===== src/rtl/fetch_unit_if.sv =====
// fetch_unit_if: bundles the fetch unit's handshake and bus signals.
//   redirect_*  : branch/jump redirect from execute into fetch
//   imem_req_*  : fetch request channel to instruction memory (valid/ready)
//   imem_rsp_*  : in-order response channel from instruction memory
//   if_*        : instruction channel to decode (valid/ready)
// master = fetch unit side, slave = environment (execute, memory, decode).
interface fetch_unit_if;
  logic        redirect_valid;
  logic [31:0] redirect_pc;
  logic        imem_req_valid;
  logic        imem_req_ready;
  logic [31:0] imem_req_addr;
  logic        imem_rsp_valid;
  logic [31:0] imem_rsp_data;
  logic        if_valid;
  logic        if_ready;
  logic [31:0] if_pc;
  logic [31:0] if_inst;

  modport master (
    input  redirect_valid, redirect_pc,
    output imem_req_valid, imem_req_addr,
    input  imem_req_ready,
    input  imem_rsp_valid, imem_rsp_data,
    output if_valid, if_pc, if_inst,
    input  if_ready
  );

  modport slave (
    output redirect_valid, redirect_pc,
    input  imem_req_valid, imem_req_addr,
    output imem_req_ready,
    output imem_rsp_valid, imem_rsp_data,
    input  if_valid, if_pc, if_inst,
    output if_ready
  );
endinterface


===== src/rtl/fetch_unit.sv =====
// fetch_unit: instruction-fetch front end. Issues sequential word fetches,
// buffers in-order responses and presents {pc, inst} to decode. A redirect
// flushes the buffer and discards responses still in flight for the old stream.
// Ports:
//   clk, rst_n : clock (rising edge), asynchronous active-low reset
//   bus        : fetch_unit_if.master (redirect, imem request/response, decode)
//   perf_redirects, perf_dropped : only when FETCH_PERF_CNT_EN is defined;
//                saturating counts of redirect cycles and dropped responses
//
// state    | meaning
// ST_BOOT  | one cycle after reset release, no requests
// ST_RUN   | normal sequential fetch
// ST_DRAIN | discarding old-stream responses, no requests
module fetch_unit #(
  parameter logic [31:0] RESET_PC  = 32'h0000_0000,
  parameter int          BUF_DEPTH = 2,
  parameter int          CNT_W     = 2
) (
  input  logic         clk,
  input  logic         rst_n,
  fetch_unit_if.master bus
`ifdef FETCH_PERF_CNT_EN
  ,
  output logic [31:0]  perf_redirects,
  output logic [31:0]  perf_dropped
`endif
);

  localparam int PTR_W = (BUF_DEPTH > 1) ? $clog2(BUF_DEPTH) : 1;

  localparam logic [1:0] ST_BOOT  = 2'd0;
  localparam logic [1:0] ST_RUN   = 2'd1;
  localparam logic [1:0] ST_DRAIN = 2'd2;

  logic [1:0]       state_q, state_d;
  logic [31:0]      fetch_pc_q, fetch_pc_d;
  logic [31:0]      rsp_pc_q, rsp_pc_d;
  logic [CNT_W-1:0] out_cnt_q, out_cnt_d;
  logic [CNT_W-1:0] drop_cnt_q, drop_cnt_d;
  logic [CNT_W-1:0] occ_q, occ_d;
  logic [PTR_W-1:0] rd_ptr_q, rd_ptr_d;
  logic [PTR_W-1:0] wr_ptr_q, wr_ptr_d;
  logic [31:0]      buf_pc_q   [BUF_DEPTH];
  logic [31:0]      buf_pc_d   [BUF_DEPTH];
  logic [31:0]      buf_inst_q [BUF_DEPTH];
  logic [31:0]      buf_inst_d [BUF_DEPTH];

  logic             req_fire, push, pop, drop;
  logic [CNT_W-1:0] out_after;
  logic [CNT_W:0]   in_use;
  logic [31:0]      redir_tgt;

  function automatic logic [PTR_W-1:0] ptr_inc(input logic [PTR_W-1:0] p);
    return (p == PTR_W'(BUF_DEPTH - 1)) ? '0 : p + 1'b1;
  endfunction

  // Outstanding requests plus buffered entries never exceed BUF_DEPTH, so every
  // response is guaranteed a buffer slot and the response channel needs no ready.
  assign in_use             = {1'b0, out_cnt_q} + {1'b0, occ_q};
  assign bus.imem_req_valid = (state_q == ST_RUN) && (in_use < (CNT_W+1)'(BUF_DEPTH));
  assign bus.imem_req_addr  = fetch_pc_q;
  assign bus.if_valid       = (occ_q != '0);
  assign bus.if_pc          = buf_pc_q[rd_ptr_q];
  assign bus.if_inst        = buf_inst_q[rd_ptr_q];

  assign req_fire  = bus.imem_req_valid && bus.imem_req_ready;
  assign out_after = out_cnt_q + CNT_W'(req_fire) - CNT_W'(bus.imem_rsp_valid);
  assign drop      = bus.imem_rsp_valid && !bus.redirect_valid && (drop_cnt_q != '0);
  assign push      = bus.imem_rsp_valid && !bus.redirect_valid && (drop_cnt_q == '0);
  assign pop       = bus.if_valid && bus.if_ready && !bus.redirect_valid;
  assign redir_tgt = {bus.redirect_pc[31:2], 2'b00};

  always_comb begin
    state_d    = state_q;
    fetch_pc_d = fetch_pc_q;
    rsp_pc_d   = rsp_pc_q;
    out_cnt_d  = out_after;
    drop_cnt_d = drop_cnt_q;
    occ_d      = occ_q;
    rd_ptr_d   = rd_ptr_q;
    wr_ptr_d   = wr_ptr_q;
    buf_pc_d   = buf_pc_q;
    buf_inst_d = buf_inst_q;

    if (bus.redirect_valid) begin
      // Everything still in flight after this cycle belongs to the old stream,
      // including a request accepted this very cycle.
      fetch_pc_d = redir_tgt;
      rsp_pc_d   = redir_tgt;
      drop_cnt_d = out_after;
      occ_d      = '0;
      rd_ptr_d   = '0;
      wr_ptr_d   = '0;
      state_d    = (out_after != '0) ? ST_DRAIN : ST_RUN;
    end else begin
      if (req_fire) fetch_pc_d = fetch_pc_q + 32'd4;
      if (drop)     drop_cnt_d = drop_cnt_q - 1'b1;
      if (push) begin
        buf_pc_d[wr_ptr_q]   = rsp_pc_q;
        buf_inst_d[wr_ptr_q] = bus.imem_rsp_data;
        wr_ptr_d             = ptr_inc(wr_ptr_q);
        rsp_pc_d             = rsp_pc_q + 32'd4;
      end
      if (pop) rd_ptr_d = ptr_inc(rd_ptr_q);
      occ_d = occ_q + CNT_W'(push) - CNT_W'(pop);
      case (state_q)
        ST_BOOT:  state_d = ST_RUN;
        ST_DRAIN: if (drop_cnt_d == '0) state_d = ST_RUN;
        default:  state_d = state_q;
      endcase
    end
  end

  always_ff @(posedge clk or negedge rst_n) begin
    if (!rst_n) begin
      state_q    <= ST_BOOT;
      fetch_pc_q <= RESET_PC;
      rsp_pc_q   <= RESET_PC;
      out_cnt_q  <= '0;
      drop_cnt_q <= '0;
      occ_q      <= '0;
      rd_ptr_q   <= '0;
      wr_ptr_q   <= '0;
      for (int i = 0; i < BUF_DEPTH; i++) begin
        buf_pc_q[i]   <= '0;
        buf_inst_q[i] <= '0;
      end
    end else begin
      state_q    <= state_d;
      fetch_pc_q <= fetch_pc_d;
      rsp_pc_q   <= rsp_pc_d;
      out_cnt_q  <= out_cnt_d;
      drop_cnt_q <= drop_cnt_d;
      occ_q      <= occ_d;
      rd_ptr_q   <= rd_ptr_d;
      wr_ptr_q   <= wr_ptr_d;
      buf_pc_q   <= buf_pc_d;
      buf_inst_q <= buf_inst_d;
    end
  end

`ifdef FETCH_PERF_CNT_EN
  logic [31:0] perf_redirects_q, perf_redirects_d;
  logic [31:0] perf_dropped_q, perf_dropped_d;

  always_comb begin
    perf_redirects_d = perf_redirects_q;
    perf_dropped_d   = perf_dropped_q;
    if (bus.redirect_valid && (perf_redirects_q != '1)) perf_redirects_d = perf_redirects_q + 32'd1;
    if (drop && (perf_dropped_q != '1))                 perf_dropped_d   = perf_dropped_q + 32'd1;
  end

  always_ff @(posedge clk or negedge rst_n) begin
    if (!rst_n) begin
      perf_redirects_q <= '0;
      perf_dropped_q   <= '0;
    end else begin
      perf_redirects_q <= perf_redirects_d;
      perf_dropped_q   <= perf_dropped_d;
    end
  end

  assign perf_redirects = perf_redirects_q;
  assign perf_dropped   = perf_dropped_q;
`endif

  a_rsp_without_req: assert property (@(posedge clk) disable iff (!rst_n)
    bus.imem_rsp_valid |-> (out_cnt_q != '0));
  a_drop_le_outstanding: assert property (@(posedge clk) disable iff (!rst_n)
    drop_cnt_q <= out_cnt_q);
  a_buf_overflow: assert property (@(posedge clk) disable iff (!rst_n)
    (push && !pop) |-> (occ_q < CNT_W'(BUF_DEPTH)));

endmodule

===== src/flat_wrapper.sv =====
// flat-port wrapper written by rule: the top's interface ports become plain ports
module fetch_unit_flat 
#(
  parameter logic [31:0] RESET_PC  = 32'h0000_0000,
  parameter int          BUF_DEPTH = 2,
  parameter int          CNT_W     = 2
)
  (clk, rst_n, bus_redirect_valid, bus_redirect_pc, bus_imem_req_valid, bus_imem_req_addr, bus_imem_req_ready, bus_imem_rsp_valid, bus_imem_rsp_data, bus_if_valid, bus_if_pc, bus_if_inst, bus_if_ready);
  fetch_unit_if bus_i ();
  input  logic clk;
  input  logic rst_n;
  input wire logic [$bits(bus_i.redirect_valid)-1:0] bus_redirect_valid;
  input wire logic [$bits(bus_i.redirect_pc)-1:0] bus_redirect_pc;
  output wire logic [$bits(bus_i.imem_req_valid)-1:0] bus_imem_req_valid;
  output wire logic [$bits(bus_i.imem_req_addr)-1:0] bus_imem_req_addr;
  input wire logic [$bits(bus_i.imem_req_ready)-1:0] bus_imem_req_ready;
  input wire logic [$bits(bus_i.imem_rsp_valid)-1:0] bus_imem_rsp_valid;
  input wire logic [$bits(bus_i.imem_rsp_data)-1:0] bus_imem_rsp_data;
  output wire logic [$bits(bus_i.if_valid)-1:0] bus_if_valid;
  output wire logic [$bits(bus_i.if_pc)-1:0] bus_if_pc;
  output wire logic [$bits(bus_i.if_inst)-1:0] bus_if_inst;
  input wire logic [$bits(bus_i.if_ready)-1:0] bus_if_ready;
  assign bus_i.redirect_valid = bus_redirect_valid;
  assign bus_i.redirect_pc = bus_redirect_pc;
  assign bus_imem_req_valid = bus_i.imem_req_valid;
  assign bus_imem_req_addr = bus_i.imem_req_addr;
  assign bus_i.imem_req_ready = bus_imem_req_ready;
  assign bus_i.imem_rsp_valid = bus_imem_rsp_valid;
  assign bus_i.imem_rsp_data = bus_imem_rsp_data;
  assign bus_if_valid = bus_i.if_valid;
  assign bus_if_pc = bus_i.if_pc;
  assign bus_if_inst = bus_i.if_inst;
  assign bus_i.if_ready = bus_if_ready;
  fetch_unit #(.RESET_PC(RESET_PC), .BUF_DEPTH(BUF_DEPTH), .CNT_W(CNT_W)) u_core (.clk(clk), .rst_n(rst_n), .bus(bus_i));
endmodule

===== config.mk =====
export PLATFORM = sky130hd
export DESIGN_NAME = fetch_unit_flat
export DESIGN_NICKNAME = d
export VERILOG_FILES = /design/src/rtl/fetch_unit_if.sv /design/src/rtl/fetch_unit.sv /design/src/flat_wrapper.sv
export SDC_FILE = /design/constraint.sdc
export NUM_CORES = 1
export LEC_CHECK = 0
export ABC_AREA = 1
export ABC_CLOCK_PERIOD_IN_PS = 2000
export CORE_MARGIN = 1.5
export CORE_UTILIZATION = 38
export CTS_CLUSTER_SIZE = 30
export DETAILED_ROUTE_END_ITERATION = 6
export GPL_ROUTABILITY_DRIVEN = 0
export MAX_ROUTING_LAYER = met4
export SKIP_CTS_REPAIR_TIMING = 1
export SYNTH_ARGS = -nofsm -noshare
export SYNTH_HDL_FRONTEND = slang
export SYNTH_SLANG_ARGS = --single-unit
export TNS_END_PERCENT = 50

===== constraint.sdc =====
create_clock -name clk -period 2 [get_ports clk]
set_input_delay 0.5 -clock clk [delete_from_list [all_inputs] [get_ports clk]]
set_output_delay 0.5 -clock clk [all_outputs]
set_load 0.03 [all_outputs]

# [After elaboration in Yosys (flattened, before gate mapping)]
# Cells that the tools add are included.
[totals] out_inout_bits=98 ff_bits=202 in_bits=70 elab_cells=81
[op_classes] addsub=10 n_reduce_logical=21 bitwise_logic=3 n_eq_ne=3 mux=28 magnitude_cmp=4
[ops] op="2-to-1 mux 32 bit" n=11
[ops] op="bitwise mux 64 bit" n=2
[ops] op="adder 32 x 3 -> 32 bit, second input constant" n=2
[ops] op="demux 32 bit (select 1 bit)" n=1
[ops] op="2-to-1 mux 2 bit" n=7
[ops] op="nonzero test 2 bit" n=6
[ops] op="logical AND 1 bit" n=8
[ops] op="logical NOT 2 bit" n=3
[ops] op="2-to-1 mux 1 bit" n=6
[ops] op="adder 2 x 1 -> 2 bit" n=2
[ops] op="greater-or-equal comparator 2 bit, second input constant" n=2
[ops] op="NOT 1 -> 2 bit" n=2
[ops] op="case mux 2 bit (2 select lines)" n=1
[ops] op="AND reduction 2 bit" n=2
[ops] op="subtractor 2 x 1 -> 2 bit" n=2
[ops] op="adder 2 x 2 -> 3 bit" n=1
[ops] op="less-than comparator 3 x 2 -> 1 bit, second input constant" n=1
[ops] op="!= test 3 x 2 -> 1 bit, second input constant" n=1
[ops] op="nonzero test 3 bit" n=1
[ops] op="adder 1 bit, second input constant" n=2
[ops] op="equality test 2 x 1 -> 1 bit, second input constant" n=1
[ops] op="equality test 2 bit, second input constant" n=1
[ops] op="less-than comparator 2 x 1 -> 1 bit, second input constant" n=1
[ops] op="subtractor 2 x 1 -> 2 bit, second input constant" n=1
[ops] op="other kinds (2)" n=2

# [Logic depth before layout (Yosys ltp)]
# Gate-level depths: netlist of run 1.
[depth] depth_word=9 depth_mapped=11

# [Worst setup path before layout of run 1]
# Ideal clock, no wire load.
[synth_path] path_kind="register to register" from="register u_core.occ_q[1]" to="register u_core.state_q[0]" setup_ps=114 path_stages_with_launch=10 t_arrival_ps=1985 n_path_buf=0 path_slack_ps=-98 path_cell_list="dfrtp_1 -> fa_1 -> nor2_2 -> nand4_2 -> clkinv_1 -> ha_1 -> xnor2_1 -> o21ai_0 -> nand2_1 -> inv_1"
[synth_via] elab_chain_len=9
[synth_rtl] item="start, declared" line_no="fetch_unit.sv:40" rtl="logic [CNT_W-1:0] occ_q, occ_d;"
[synth_rtl] item="start signal, assigned" line_no="fetch_unit.sv:121" rtl="occ_q <= '0;"
[synth_rtl] item="start signal, assigned" line_no="fetch_unit.sv:134" rtl="occ_q <= occ_d;"
[synth_rtl] item="adder 2 x 2 -> 3 bit" line_no="fetch_unit.sv:59" rtl="assign in_use = {1'b0, out_cnt_q} + {1'b0, occ_q};"
[synth_rtl] item="less-than comparator 3 x 2 -> 1 bit" line_no="fetch_unit.sv:60" rtl="assign bus.imem_req_valid = (state_q == ST_RUN) && (in_use < (CNT_W+1)'(BUF_DEPTH));"
[synth_rtl] item="logical AND 1 bit" line_no="fetch_unit.sv:60"
[synth_rtl] item="logical AND 1 bit" line_no="fetch_unit.sv:66" rtl="assign req_fire = bus.imem_req_valid && bus.imem_req_ready;"
[synth_rtl] item="adder 2 x 1 -> 2 bit" line_no="fetch_unit.sv:67" rtl="assign out_after = out_cnt_q + CNT_W'(req_fire) - CNT_W'(bus.imem_rsp_valid);"
[synth_rtl] item="subtractor 2 x 1 -> 2 bit" line_no="fetch_unit.sv:67"
[synth_rtl] item="via u_core.out_after[1]" line_no="fetch_unit.sv:49" rtl="logic [CNT_W-1:0] out_after;"
[synth_rtl] item="nonzero test 2 bit" line_no="fetch_unit.sv:94" rtl="state_d = (out_after != '0) ? ST_DRAIN : ST_RUN;"
[synth_rtl] item="2-to-1 mux 2 bit" line_no="fetch_unit.sv:94"
[synth_rtl] item="2-to-1 mux 2 bit" line_no="fetch_unit.sv:85" rtl="if (bus.redirect_valid) begin"
[synth_rtl] item="end signal, assigned" line_no="fetch_unit.sv:129" rtl="state_q <= state_d;"
[synth_rtl] item="end, declared" line_no="fetch_unit.sv:35" rtl="logic [1:0] state_q, state_d;"
# The timed path passes the listed nets, and every way through them passes these cells.
# A chain may end at the register's enable or synchronous reset.

# [Worst setup path in the final report of run 1]
[layout_path] from="register u_core.occ_q[0]" to="output port bus_imem_req_valid"
[layout_via] elab_chain_len=3
[layout_rtl] item="adder 2 x 2 -> 3 bit" line_no="fetch_unit.sv:59"
[layout_rtl] item="less-than comparator 3 x 2 -> 1 bit" line_no="fetch_unit.sv:60"
[layout_rtl] item="logical AND 1 bit" line_no="fetch_unit.sv:60"
[layout_rtl] item="end, declared" line_no="flat_wrapper.sv:14" rtl="output wire logic [$bits(bus_i.imem_req_valid)-1:0] bus_imem_req_valid;"
# Every way passes these cells.

==> results of run 1 <==
metal layers:
metal,vias to the layer above,wire length [µm]
met5,-,0
met2,299,13020
met3,19,1532
met4,0,272
met1,4324,13640
li1,4651,-
worst register-to-register path: stages (launching register included):
cell and delay [ps]:
dfrtp_1 400, nand2_1 60, inv_1 40, fa_1 480
nor2_4 110, buf_4 120, nand4_4 130, inv_4 120
ha_4 140, xnor2_2 120, buf_4 140, nand2_1 50
o21ai_1 90
worst max-delay path by stage:
| stage | to | cells after the start | slack [ps] |
|---|---|---|---|
| final | bus_imem_req_valid | 7 | -280 |
| after global routing | bus_imem_req_valid | 7 | -380 |
| after CTS | bus_imem_req_valid | 7 | -420 |
| after detailed placement | u_core.buf_inst_q[7] | 8 | -100 |
| after global placement | u_core.buf_inst_q[61] | 9 | -40 |
| after floorplan | u_core.state_q[0] | 11 | 20 |
cells in the mapped netlist, types with 2 or more instances:
| cell type | n |
|---|---|
| o21ai_0 | 96 |
| o21ai_1 | 49 |
| nand3b_1 | 2 |
| buf_4 | 6 |
| nor2_2 | 7 |
| a22oi_1 | 3 |
| o21ai_2 | 3 |
| inv_2 | 3 |
| ha_1 | 7 |
| o31ai_1 | 2 |
| buf_6 | 9 |
| nor3_1 | 11 |
| nand4_1 | 5 |
| a21oi_1 | 34 |
| o221ai_1 | 4 |
| inv_1 | 130 |
| nor3_2 | 3 |
| o211ai_1 | 8 |
| nor3b_1 | 3 |
| nand3_1 | 84 |
| xnor2_1 | 3 |
| dfrtp_1 | 194 |
| xor2_1 | 11 |
| a31oi_1 | 2 |
| nor2_4 | 2 |
| nand2_1 | 527 |
| buf_2 | 20 |
| nand2_4 | 2 |
| nand2_2 | 4 |
| nor2_1 | 86 |
| buf_1 | 4 |
| clkbuf_1 | 23 |
| o21bai_1 | 3 |
per-stage QoR:
stage / area [µm²] / hold WS [ps] / setup TNS [ps] / power (mW)
floorplan: 10110 / 204.4 / 0 / 10.84
global placement: 12450 / 465.1 / -3030 / 14.33
detailed placement: 12450 / 470.2 / -5154 / 14.46
CTS: 13050 / 7.838 / -5705 / 18.04
global route: 13930 / 21.36 / -8187 / 20.13
finish: 13930 / 8.795 / -1652 / 18.95
flip-flops by register name, summed over array words and instances, names as in the netlist:
name,count
u_core.buf_inst_q,64
u_core.buf_pc_q,60
u_core.bus.imem_req_addr,30
u_core.rsp_pc_q,30
u_core.drop_cnt_q,2
u_core.occ_q,2
u_core.out_cnt_q,2
u_core.state_q,2
u_core.rd_ptr_q,1
u_core.wr_ptr_q,1
final cells by class:
type	instances	area share
clock buffer	18	0.03082
clock inverter	14	0.01276
inverter	134	0.03720
multi-input combinational	973	0.3388
sequential	194	0.3487
tap	335	0.03010
timing repair buffer	216	0.2016
cell families after synthesis:
group / synth area share
DFF: 0.4813
AOI/OAI and AO/OA: 0.1097
buffers and inverters: 0.08436
other: 0.0003718
xor gates and xnor gates: 0.01216
and+or+nand+nor: 0.3015
adders and majority gates: 0.01067
power breakdown:
part	switching, mW	internal, mW
clock network	1.63	1.89
logic	4.96	4.10
registers	1.02	5.36
layout by cell type (no fill, tap or decap), types with 3 or more instances in the layout:
master / count
buf_6: 39
nor2_4: 5
clkdlybuf4s50_1: 65
clkbuf_16: 24
a21oi_2: 6
nand4_1: 5
o221ai_1: 4
conb_1: 4
o21ai_1: 51
nand3_1: 83
nand2_2: 40
nor3_1: 10
nor2_1: 78
o21bai_1: 3
dlymetal6s2s_1: 31
o21ai_2: 4
nand2_1: 476
o211ai_1: 8
nand2_4: 16
nor3_2: 4
buf_4: 25
ha_1: 6
nor2_2: 12
xor2_1: 11
inv_1: 129
inv_6: 3
o21ai_0: 93
a21oi_1: 28
clkinv_4: 5
dfrtp_1: 193
buf_12: 46
==> run metrics, run 1 <==
Tmin final=2276 ps; initial antenna violation count=0; # DRC=0; CP most frequent cell=inv_1; Max rail drop VDD=0.7642 mV; CTS tree=done; final setup skew=14.85 ps; Slew HR=0.5917; Mapped Avg Cell Area=7.416 µm²; CP Cell Sequence=nand2_1 -> inv_1 -> fa_1 -> nor2_4 -> nand3_1 -> inv_1 -> buf_6; TritonCTS sink count=194; fin cells=1884; starting density of the core=0.3870; Die Width=165.9 µm; CTS Buffer Depth=2; area fraction of the dominant cell type after synthesis=0.4813; Final Util=0.5344; FF-to-FF path depth=12; flop-to-flop setup slack=-80 ps; Slowest-stage cell, CP=fa_1; worst path buffer plus inverter count=3; failing checks=negative setup slack; Reg clk slew, reported paths=80 ps; Crit. Startpoint=u_core.occ_q[0]; vias per cell=4.933; Filler cells=2486; post-route setup slack=-276.2 ps; cell taking the most area after synthesis=dfrtp_1; RSZ-0062 raised after global routing=yes; Clock Latency Late Sink=430 ps; dpl hpwl=19630 µm; nature of the critical path startpoint=flip-flop; gr busiest metal=met2; CP required=1500 ps; site row count=59; largest net degree at the start of global routing=45; max cap viols=0; vias in the first global route=8629; Place WS=-98.47 ps; critical path peak fanout=3; Syn Inst Count=1360; fin. max-slew vios=0; routed len/inst=15.11 µm; Area contributors post-synth=dfrtp_1, nand2_1, inv_1, o21ai_0, nand3_1; Max Freq=0.4393 GHz; io pins=168; Reg area=4856 µm²; total track usage=0.2039; CORE AREA=26060 µm²; Mapped Area=10090 µm²; crit end category=output port; root buf cell=clkbuf_16; Top FF cell, synth=dfrtp_1; Num CTS Buffers=17; first-pass detailed-route iteration total=5; input/output buffers=161; GR Util met2=0.3105; max incr delay on CP=480 ps; Distinct cells, synth=43; status=finished, violations left; DIE HEIGHT=165.9 µm; Routed WL=28460 µm; layout cells sized above 1=0.1640; worst reg2reg path startpoint=u_core.occ_q[0]; Routed Antenna Nets=0; crit path kind=reg -> out; die area=27530 µm²; period utilization=1.138; total grt overflow=0; number of synthesized flops with an enable pin=0; Max H-tree Level=4; power density over the cells=1361 nW/µm²; DP Cell Count=1838; Hold WC Path Type=in -> async; Critical Path AT=1780 ps; DRT iter0 DRCs=767; diode count=0; nets=1614; met3 usage=0.03408; cell family with most CP delay=adder cells; Vias=9293; worst-margin pin slew=610.1 ps; final setup fails=48; area grow syn2layout=38.07%; Async S/R FF share, synth=1.000; first-pass GRT wire length=44360 µm; Seq cells post-synth=194; multi-input logic area=4718 µm²; Crit Reg-Reg Endpoint=u_core.drop_cnt_q[1]; final hold violation count=0; register area share after synthesis=0.4813; GRT met1 Usage=0.2882; P_leak=7.042 nW; Yosys Warn Count=0
Power figures use the tool's default switching activity.
==> inputs of run 2 (changes only) <==
--- a/config.mk
+++ b/config.mk
@@ -14,6 +14,7 @@
 export GPL_ROUTABILITY_DRIVEN = 0
 export MAX_ROUTING_LAYER = met4
 export SKIP_CTS_REPAIR_TIMING = 1
+export SLEW_MARGIN = 15
 export SYNTH_ARGS = -nofsm -noshare
 export SYNTH_HDL_FRONTEND = slang
 export SYNTH_SLANG_ARGS = --single-unit
==> results of run 2 <==
No change in the layout: final DEF, timing and power equal those of run 1.
==> inputs of run 3 (changes only) <==
--- a/config.mk
+++ b/config.mk
@@ -6,15 +6,14 @@
 export NUM_CORES = 1
 export LEC_CHECK = 0
 export ABC_AREA = 1
-export ABC_CLOCK_PERIOD_IN_PS = 2000
+export ABC_CLOCK_PERIOD_IN_PS = 2700
 export CORE_MARGIN = 1.5
 export CORE_UTILIZATION = 38
 export CTS_CLUSTER_SIZE = 30
 export DETAILED_ROUTE_END_ITERATION = 6
 export GPL_ROUTABILITY_DRIVEN = 0
-export MAX_ROUTING_LAYER = met4
 export SKIP_CTS_REPAIR_TIMING = 1
-export SLEW_MARGIN = 15
+export SLEW_MARGIN = 20
 export SYNTH_ARGS = -nofsm -noshare
 export SYNTH_HDL_FRONTEND = slang
 export SYNTH_SLANG_ARGS = --single-unit
==> constraint.sdc (replaced) <==
create_clock -name clk -period 2.7 [get_ports clk]
set_input_delay 0.675 -clock clk [delete_from_list [all_inputs] [get_ports clk]]
set_output_delay 0.675 -clock clk [all_outputs]
set_load 0.03 [all_outputs]
==> run 3 against run 2 <==
Effect of this change:
- the run now ends clean
- flip-flop and latch count stayed put
- via count is 3.0% lower
- largest cell class unchanged
- highest routed layer unchanged
- wire length is 6.3% lower
- critical endpoint unchanged
- worst setup slack better by 470 ps
- combinational power is 36% lower
- worst hold slack better by 210 ps
- register-to-register slack better by 460 ps
==> run metrics, run 3 (synthesis gave the netlist of run 1 again) <==
Max rail drop VDD=0.5154 mV; fin. max-slew vios=0; final hold violation count=0; input/output buffers=161; max cap viols=0; Fin Hold WS=222.1 ps; DIE HEIGHT=165.9 µm; DP Cell Count=1820; Vias=9011; period utilization=0.9268; final setup fails=0; P_leak=6.371 nW; first-pass detailed-route iteration total=5; most frequent cells in the layout=nand2_1, dfrtp_1, inv_1; nets=1582; total grt overflow=0; Slowest-stage cell, CP=fa_1; max incr delay on CP=450 ps; CP Cell Sequence=nand2_1 -> inv_1 -> fa_1 -> nor2_2 -> nand3_1 -> inv_1 -> buf_4; vias in the first global route=8485; Tmin final=2502 ps; Reg clk slew, reported paths=80 ps; total track usage=0.1984; RSZ-0062 raised after global routing=no; Die Width=165.9 µm; layout cells sized above 1=0.09756; critical path peak fanout=3; CP most frequent cell=inv_1; Routed WL=26660 µm; Num CTS Buffers=17; biggest regs=u_core.buf_inst_q (64), u_core.buf_pc_q (60); die area=27530 µm²; Crit Reg-Reg Endpoint=u_core.bus.imem_req_addr[17]; routed len/inst=14.40 µm; root buf cell=clkbuf_16; flop-to-flop setup slack=380 ps; status=complete, no violations; Slew HR=0.4194; CORE AREA=26060 µm²; crit path kind=reg -> out; site row count=59; DRT iter0 DRCs=647; CP required=2030 ps; max FFs per register=64; TNS Setup=0 ps; power density over the cells=1017 nW/µm²; vias per cell=4.866; CTS Buffer Depth=2; crit end category=output port; dpl cell area=12250 µm²; worst-margin pin slew=870.0 ps; fin cells=1852; Place WS=264.5 ps; initial antenna violation count=0; CTS tree=done; io pins=168; Critical Path AT=1830 ps; worst reg2reg path startpoint=u_core.occ_q[0]; largest net degree at the start of global routing=95; post-route setup slack=197.6 ps; Routed Antenna Nets=0; Finished Cell Area=12860 µm²; Filler cells=2604; Hold WC Path Type=in -> async; TritonCTS sink count=194; final setup skew=11.90 ps; Reg with most FFs=u_core.buf_inst_q; commonest non-fill, non-tap cell in the layout=nand2_1; Clock Latency Late Sink=430 ps; first-pass GRT wire length=44670 µm; Max H-tree Level=4; starting density of the core=0.3870; FF-to-FF path depth=10; dpl hpwl=18960 µm; # DRC=0; nature of the critical path startpoint=flip-flop; diode count=0; Max Freq=0.3996 GHz; area grow syn2layout=27.47%
[run 3: changes by cell type in the layout (fill, tap and decap cells not counted), sizes merged]
cell and change:
clkdlybuf4s50 +31, dlymetal6s2s -31, buf -25, clkbuf -8
inv +7, clkinv -4, bufinv -2
[run 3: worst max-delay path by stage]
| stage | cells past startpoint | endpoint | start | slack (ps) |
|---|---|---|---|---|
| finish | 7 | bus_imem_req_valid | u_core.occ_q[0] | 200 |
| global route | 5 | bus_if_inst[15] | u_core.rd_ptr_q | 110 |
| CTS | 7 | bus_imem_req_valid | u_core.occ_q[0] | 170 |
| detailed placement | 9 | u_core.buf_pc_q[7] | bus_imem_rsp_valid | 260 |
| global placement | 9 | u_core.buf_pc_q[7] | bus_imem_rsp_valid | 280 |
| floorplan | 9 | u_core.occ_q[1] | bus_redirect_valid | 580 |
[run 3: cell type report]
class,instances,area (µm²),area share
clock buffer,17,425.4,0.03309
multi-input combinational,973,4397,0.3420
clock inverter,15,180.2,0.01401
inverter,134,503.0,0.03912
sequential,194,4856,0.3777
timing repair buffer,184,2076,0.1615
tap,335,419.2,0.03260
[run 3: critical path, delay by kind of cell, from the launching register on]
family | cells | cell delay [ps]
adders and majority gates | 1 | 450
buffers and inverters | 3 | 250
DFF | 1 | 400
and+or+nand+nor | 3 | 300
[run 3: per-stage QoR]
| stage | util | total power [mW] |
|---|---|---|
| floorplan | - | 8.012 |
| detailed placement | 0.4701 | 10.59 |
| CTS | 0.4934 | 13.22 |
| finish | 0.4934 | 13.07 |
| global placement | 0.4701 | 10.47 |
| global route | 0.4934 | 13.98 |
[run 3: layer usage]
| metal | wire [µm] | track usage |
|---|---|---|
| met1 | 13320 | 0.2993 |
| met2 | 11680 | 0.3002 |
| met3 | 1369 | 0.03074 |
| met4 | 289 | 0.04191 |
| met5 | 0 | 0 |
[run 3: power breakdown]
group / internal [mW] / switching [mW] / leakage [nW]
registers: 3.97 / 0.713 / 2.44
clock network: 1.27 / 1.31 / 0.293
logic: 2.43 / 3.37 / 3.64
